==> src/rtl/elevator_pkg.sv <==
// Shared types and constants for the elevator door/motor actuator block:
// door FSM and motor FSM state enums, door_state output codes, default timings.
package elevator_pkg;

    localparam int DEFAULT_DOOR_MOVE_TICKS = 32;
    localparam int DEFAULT_OPEN_TICKS      = 96;
    localparam int DEFAULT_RUN_TICKS       = 64;

    localparam logic [1:0] DS_CLOSED  = 2'b00;
    localparam logic [1:0] DS_OPENING = 2'b01;
    localparam logic [1:0] DS_OPEN    = 2'b10;
    localparam logic [1:0] DS_CLOSING = 2'b11;

    typedef enum logic [2:0] {
        D_IDLE,
        D_OPENING,
        D_OPEN,
        D_CLOSING,
        D_PULSE,
        D_WAIT
    } door_fsm_t;

    typedef enum logic [1:0] {
        M_IDLE,
        M_RUN,
        M_PULSE,
        M_WAIT
    } motor_fsm_t;

    // Idle, completion pulse and wait-for-release all present a closed door.
    function automatic logic [1:0] door_code(input door_fsm_t s);
        case (s)
            D_OPENING: return DS_OPENING;
            D_OPEN:    return DS_OPEN;
            D_CLOSING: return DS_CLOSING;
            default:   return DS_CLOSED;
        endcase
    endfunction

endpackage

==> src/rtl/tick_timer.sv <==
// Down-counting phase timer: load a value, count down while enabled, flag zero.
// reverse loads (value - count) so a reversed door motion mirrors the time already spent.
module tick_timer #(
    parameter int W = 8
) (
    input  logic         clk,
    input  logic         rst,
    input  logic         load,
    input  logic         reverse,
    input  logic         enable,
    input  logic [W-1:0] value,
    output logic         zero
);

    logic [W-1:0] count_reg;

    always_ff @(posedge clk) begin
        if (rst) begin
            count_reg <= '0;
        end else if (load) begin
            count_reg <= reverse ? (value - count_reg) : value;
        end else if (enable && (count_reg != '0)) begin
            count_reg <= count_reg - W'(1);
        end
    end

    assign zero = (count_reg == '0);

endmodule

==> src/rtl/door_motor_timer.sv <==
// Actuator-side responder: times door open/dwell/close and one-floor runs,
// returns one-cycle completion pulses and enforces the door/motor interlock.
module door_motor_timer
    import elevator_pkg::*;
#(
    parameter int DOOR_MOVE_TICKS = DEFAULT_DOOR_MOVE_TICKS,
    parameter int OPEN_TICKS      = DEFAULT_OPEN_TICKS,
    parameter int RUN_TICKS       = DEFAULT_RUN_TICKS
) (
    input  logic       clk,
    input  logic       rst,
    input  logic       switch,
    input  logic       opendoor,
    input  logic       mv2nxt,
    input  logic       hold_btn,
    input  logic       obstruct,
    output logic       endOpen,
    output logic       endRun,
    output logic [1:0] door_state,
    output logic       motor_on,
    output logic       interlock
);

    localparam int MAX_TICKS = (DOOR_MOVE_TICKS > OPEN_TICKS)
                             ? ((DOOR_MOVE_TICKS > RUN_TICKS) ? DOOR_MOVE_TICKS : RUN_TICKS)
                             : ((OPEN_TICKS > RUN_TICKS) ? OPEN_TICKS : RUN_TICKS);
    localparam int CW = $clog2(MAX_TICKS + 1);
    localparam int TD = 0;
    localparam int TM = 1;

    // Timers are loaded with N-1: the load edge plus N-1 decrements gives N cycles in state.
    localparam logic [CW-1:0] MOVE_LOAD = CW'(DOOR_MOVE_TICKS - 1);
    localparam logic [CW-1:0] OPEN_LOAD = CW'(OPEN_TICKS - 1);
    localparam logic [CW-1:0] RUN_LOAD  = CW'(RUN_TICKS - 1);

    logic        sync_rst;
    door_fsm_t   door_reg, door_next;
    motor_fsm_t  motor_reg, motor_next;
    logic        end_open_reg, end_run_reg, motor_on_reg, interlock_reg;
    logic [1:0]  door_state_reg;

    logic [1:0]    t_load, t_reverse, t_enable, t_zero;
    logic [CW-1:0] t_value [2];

    assign sync_rst = rst | ~switch;

    generate
        for (genvar gi = 0; gi < 2; gi++) begin : g_timer
            tick_timer #(.W(CW)) u_timer (
                .clk     (clk),
                .rst     (sync_rst),
                .load    (t_load[gi]),
                .reverse (t_reverse[gi]),
                .enable  (t_enable[gi]),
                .value   (t_value[gi]),
                .zero    (t_zero[gi])
            );
        end
    endgenerate

    always_comb begin
        door_next    = door_reg;
        t_load[TD]   = 1'b0;
        t_reverse[TD] = 1'b0;
        t_enable[TD] = 1'b0;
        t_value[TD]  = '0;
        case (door_reg)
            D_IDLE: begin
                if (opendoor && (motor_reg == M_IDLE)) begin
                    door_next   = D_OPENING;
                    t_load[TD]  = 1'b1;
                    t_value[TD] = MOVE_LOAD;
                end
            end
            D_OPENING: begin
                if (t_zero[TD]) begin
                    door_next   = D_OPEN;
                    t_load[TD]  = 1'b1;
                    t_value[TD] = OPEN_LOAD;
                end else begin
                    t_enable[TD] = 1'b1;
                end
            end
            D_OPEN: begin
                if (hold_btn || t_zero[TD]) begin
                    door_next   = hold_btn ? D_OPEN : D_CLOSING;
                    t_load[TD]  = 1'b1;
                    t_value[TD] = hold_btn ? OPEN_LOAD : MOVE_LOAD;
                end else begin
                    t_enable[TD] = 1'b1;
                end
            end
            D_CLOSING: begin
                // A reopen request wins over closing completion on the same edge.
                if (hold_btn || obstruct) begin
                    door_next     = D_OPENING;
                    t_load[TD]    = 1'b1;
                    t_reverse[TD] = 1'b1;
                    t_value[TD]   = MOVE_LOAD;
                end else if (t_zero[TD]) begin
                    door_next = D_PULSE;
                end else begin
                    t_enable[TD] = 1'b1;
                end
            end
            D_PULSE: door_next = D_WAIT;
            D_WAIT: begin
                if (!opendoor) door_next = D_IDLE;
            end
            default: door_next = D_IDLE;
        endcase
    end

    always_comb begin
        motor_next    = motor_reg;
        t_load[TM]    = 1'b0;
        t_reverse[TM] = 1'b0;
        t_enable[TM]  = 1'b0;
        t_value[TM]   = '0;
        case (motor_reg)
            M_IDLE: begin
                if (mv2nxt && !opendoor && ((door_reg == D_IDLE) || (door_reg == D_WAIT))) begin
                    motor_next  = M_RUN;
                    t_load[TM]  = 1'b1;
                    t_value[TM] = RUN_LOAD;
                end
            end
            M_RUN: begin
                if (t_zero[TM]) motor_next = M_PULSE;
                else            t_enable[TM] = 1'b1;
            end
            M_PULSE: motor_next = M_WAIT;
            M_WAIT: begin
                if (!mv2nxt) motor_next = M_IDLE;
            end
            default: motor_next = M_IDLE;
        endcase
    end

    // Outputs are registered from the next state so they line up with the state register.
    always_ff @(posedge clk) begin
        if (sync_rst) begin
            door_reg       <= D_IDLE;
            motor_reg      <= M_IDLE;
            end_open_reg   <= 1'b0;
            end_run_reg    <= 1'b0;
            motor_on_reg   <= 1'b0;
            door_state_reg <= DS_CLOSED;
            interlock_reg  <= 1'b0;
        end else begin
            door_reg       <= door_next;
            motor_reg      <= motor_next;
            end_open_reg   <= (door_next == D_PULSE);
            end_run_reg    <= (motor_next == M_PULSE);
            motor_on_reg   <= (motor_next == M_RUN);
            door_state_reg <= door_code(door_next);
            interlock_reg  <= interlock_reg | (opendoor & mv2nxt);
        end
    end

    assign endOpen    = end_open_reg;
    assign endRun     = end_run_reg;
    assign motor_on   = motor_on_reg;
    assign door_state = door_state_reg;
    assign interlock  = interlock_reg;

endmodule

==> config.mk <==
export PLATFORM = sky130hd
export DESIGN_NAME = door_motor_timer
export DESIGN_NICKNAME = d
export VERILOG_FILES = /design/src/rtl/elevator_pkg.sv /design/src/rtl/tick_timer.sv /design/src/rtl/door_motor_timer.sv
export SDC_FILE = /design/constraint.sdc
export NUM_CORES = 1
export LEC_CHECK = 0
export ABC_AREA = 1
export ABC_CLOCK_PERIOD_IN_PS = 3300
export CAP_MARGIN = 0
export CORE_ASPECT_RATIO = 1.4
export CORE_MARGIN = 1
export CORE_UTILIZATION = 25
export DETAILED_ROUTE_END_ITERATION = 7
export GPL_TIMING_DRIVEN = 0
export PLACE_DENSITY = 0.51
export SYNTH_ARGS = -nofsm -noshare
export SYNTH_HDL_FRONTEND = slang
export SYNTH_SLANG_ARGS = --single-unit
==> constraint.sdc <==
create_clock -name clk -period 3.3 [get_ports clk]
set_clock_uncertainty 0.05 [all_clocks]
set_input_delay 0.66 -clock clk [delete_from_list [all_inputs] [get_ports clk]]
set_output_delay 0.66 -clock clk [all_outputs]
set_load 0.02 [all_outputs]
==> summary.txt <==
Run status
  • Status: finished clean

Floorplan
  • Die Wd: 70.1 um
  • Starting Density: 0.260
  • Die Y: 97.4 um
  • Die Footprint: 0.00683 mm^2
  • Core Region: 0.00625 mm^2
  • Io pins: 13
  • Row Count: 34

Global route
  • Gr usage total: 0.124
  • First-pass GRT wire length: 6820 um
  • Vias in the first global route: 1529
  • Initial antenna violation count: 0
  • Largest net degree at the start of global routing: 16
  • Grt total ovfl: 0

Final layout
  • Commonest non-fill, non-tap cells in the layout: nand2_1, inv_1, nor2_1
  • Layout area overhead: 15.9%
  • Most common cell after layout, fill and taps aside: nand2_1
  • Final instance area: 0.00188 mm^2
  • Fillers: 674
  • Nets: 279
  • Share of layout cells above drive strength 1: 0.110
  • Number of flip-flops under the largest register name: 14
  • Fin util: 0.301
  • Diode count: 0

Pwr
  • Reg power frac: 0.412
  • Peak supply drop: 0.181 mV
  • Leakage power: 0.000885 uW
  • Comb power frac: 0.349
  • Switching power: 299 uW
  • Cell-internal power: 512 uW
  • Switching share of power: 0.369
  • Power density over cell area: 431 mW/mm^2
  • Clock power frac: 0.240

Critical path
  • Reg2Reg Launch Point: g_timer[0].u_timer.count_reg[1]$_SDFFE_PP0P_
  • CP max stage cell: clkdlybuf4s50_1
  • Levels on crit path: 21
  • CP top delay family: simple AND/OR/NAND/NOR gates
  • Critical path destination: g_timer[0].u_timer.count_reg[6]$_SDFFE_PP0P_
  • Crit start category: primary input
  • CP Cell Sequence: clkdlybuf4s50_1 > nor2_1 > nor2_4 > nor2_1 > nand3_2 > inv_2 > ha_1 > inv_1 > ha_1 > inv_1 > nand2_1 > nand2_1 > nand2_2 > nand2_2 > nand2_1 > nand2_1 > nand2_1 > nand2_1 > nand4_1 > nand2_1 > inv_1
  • Slowest stage delay, CP: 0.44 ns
  • Worst r2r dst: g_timer[0].u_timer.count_reg[6]$_SDFFE_PP0P_
  • Critical path required time: 3.43 ns
  • Setup crit end kind: register
  • R2R cell count: 25
  • Setup crit start: hold_btn
  • CP Class: in2reg
  • Crit Path Max Fanout: 8
  • Critical Path AT: 2.98 ns
  • CP Buf/Inv Count: 5
  • FF-to-FF setup slack: 0.60 ns
  • Most used cell, CP: nand2_1

Run
  • Max-cap violations: 0

Routing
  • DRC: 0
  • Via count: 1499
  • Starting DRT DRC Count: 102
  • WL final: 3790 um
  • Via density: 4.46
  • Routed Antenna Nets: 0
  • DR WL/cell: 11.3 um
  • TritonRoute pass-1 iters: 4

Yosys
  • Top FF cell, synth: dfxtp_1
  • Top post-synthesis cells by area: dfxtp_1, nand2_1, inv_1
  • Share of the synthesized area in the top cell type: 0.308
  • Yosys warns: 0
  • Post-synth EDFFs: 0
  • Yosys cell types: 32
  • Avg Cell Area, Syn: 6.55 um^2
  • Post-synth ARST share: 0
  • Post-Syn Instances: 248
  • Synthesized Nets: 262
  • Seq cells post-synth: 25
  • Yosys top cell by area: dfxtp_1
  • Register area share after synthesis: 0.308
  • Post-synthesis cell area: 0.00162 mm^2

Place
  • HPWL after DPL: 3050 um
  • RePlAce Congestion: 0.777
  • Area after DPL: 0.00183 mm^2
  • Input/output buffers: 12
  • Post-place setup slack: 0.142 ns

STA
  • Fin crit share: 0.866
  • Unrepaired setup endpoints after global routing: false
  • Pins over their slew limit: 0
  • F_max: 350 MHz
  • Final setup fails: 0
  • Hold Slack: 0.440 ns
  • Final min period: 2.86 ns
  • Final hold violation count: 0
  • Fin worst setup slack: 0.444 ns
  • Max_slew headroom: 0.538
  • Worst-margin pin slew: 0.691 ns
  • TNS Setup: 0 ns

Clock tree
  • TritonCTS clock tree: built
  • Number of H-tree levels: 1
  • Post CTS Setup Buffer Count: 0
  • Worst-Skew Late Latency: 0.28 ns
  • CTS sink count: 25
  • Hold Buf Count CTS: 0
  • Post-CTS Resized: 0
  • Root Driver: clkbuf_8
  • Clk buf depth: 2
  • Inserted Clock Buffers: 3
  • Clock slew at reported path FFs: 0.10 ns

Hold path
  • Min-Delay Startpoint: g_timer[1].u_timer.count_reg[0]$_SDFFE_PP0P_
  • Min-Delay Path Class: reg2reg
[power by group through the flow]
stage | registers, uW | logic [uW] | clock network (uW)
floorplan | 340 | 221 | 0
global placement | 341 | 283 | 0
detailed placement | 341 | 285 | 0
CTS | 334 | 288 | 202
global route | 337 | 327 | 217
finish | 334 | 283 | 195
[through the flow]
stage,total power (uW),instances
after floorplan,561,248
after global placement,624,332
after detailed placement,626,332
after CTS,824,336
after global routing,882,336
final,811,336
[tightest hold or removal path: cells and delay by family, from the launching register on]
kind | cells | cell delay [ns]
compound gates | 1 | 0.06
flops | 1 | 0.34
simple gates | 1 | 0.06
[synthesized netlist by cell type, types with 2 or more instances]
cell type and number:
a211oi_1 2, a21oi_1 15, a31oi_1 4, dfxtp_1 25
ha_1 7, inv_1 43, inv_2 3, nand2_1 53
nand2_2 8, nand3_1 12, nand3_2 3, nand4_1 3
nor2_1 27, nor2_2 3, nor3_1 2, o21ai_0 17
or2_2 2, xor2_1 5
[logic make-up after synthesis]
group                      Yosys count  share of synthesized area
buffers and inverters               49                      0.119
and+or+nand+nor                    119                      0.345
xor gates and xnor gates             5                     0.0270
adders and majority gates            7                     0.0539
DFF                                 25                      0.308
AOI/OAI and AO/OA                   43                      0.147
[worst min path at each step]
stage / end / slack (ns) / cells after the start
after floorplan: g_timer[1].u_timer.count_reg[5]$_SDFFE_PP0P_ / 0.40 / 2
after global placement: g_timer[1].u_timer.count_reg[0]$_SDFFE_PP0P_ / 0.42 / 2
after detailed placement: g_timer[1].u_timer.count_reg[0]$_SDFFE_PP0P_ / 0.43 / 2
after CTS: g_timer[1].u_timer.count_reg[0]$_SDFFE_PP0P_ / 0.44 / 2
after global routing: g_timer[1].u_timer.count_reg[5]$_SDFFE_PP0P_ / 0.47 / 2
final: g_timer[1].u_timer.count_reg[0]$_SDFFE_PP0P_ / 0.44 / 2
[layout make-up]
type | instances | area, um^2 | area share
Tap cell | 72 | 90.1 | 0.0478
Sequential cell | 25 | 500 | 0.266
Inverter | 46 | 173 | 0.0917
Clock inverter | 1 | 7.51 | 0.00399
Timing Repair Buffer | 12 | 120 | 0.0638
Buffer | 3 | 20.0 | 0.0106
Clock buffer | 3 | 41.3 | 0.0219
Multi-Input combinational cell | 174 | 931 | 0.494
[metal layers]
| layer | part of all wire | vias to the layer above | GRT usage | wire, um |
|---|---|---|---|---|
| li1 | - | 816 | - | - |
| met1 | 0.41 | 668 | 0.132 | 1570 |
| met2 | 0.54 | 8 | 0.234 | 2060 |
| met3 | 0.016 | 7 | 0.0166 | 59 |
| met4 | 0.026 | 0 | 0.0569 | 98 |
| met5 | 0 | - | 0 | 0 |
No activity file was read; power rests on OpenSTA's default activity.
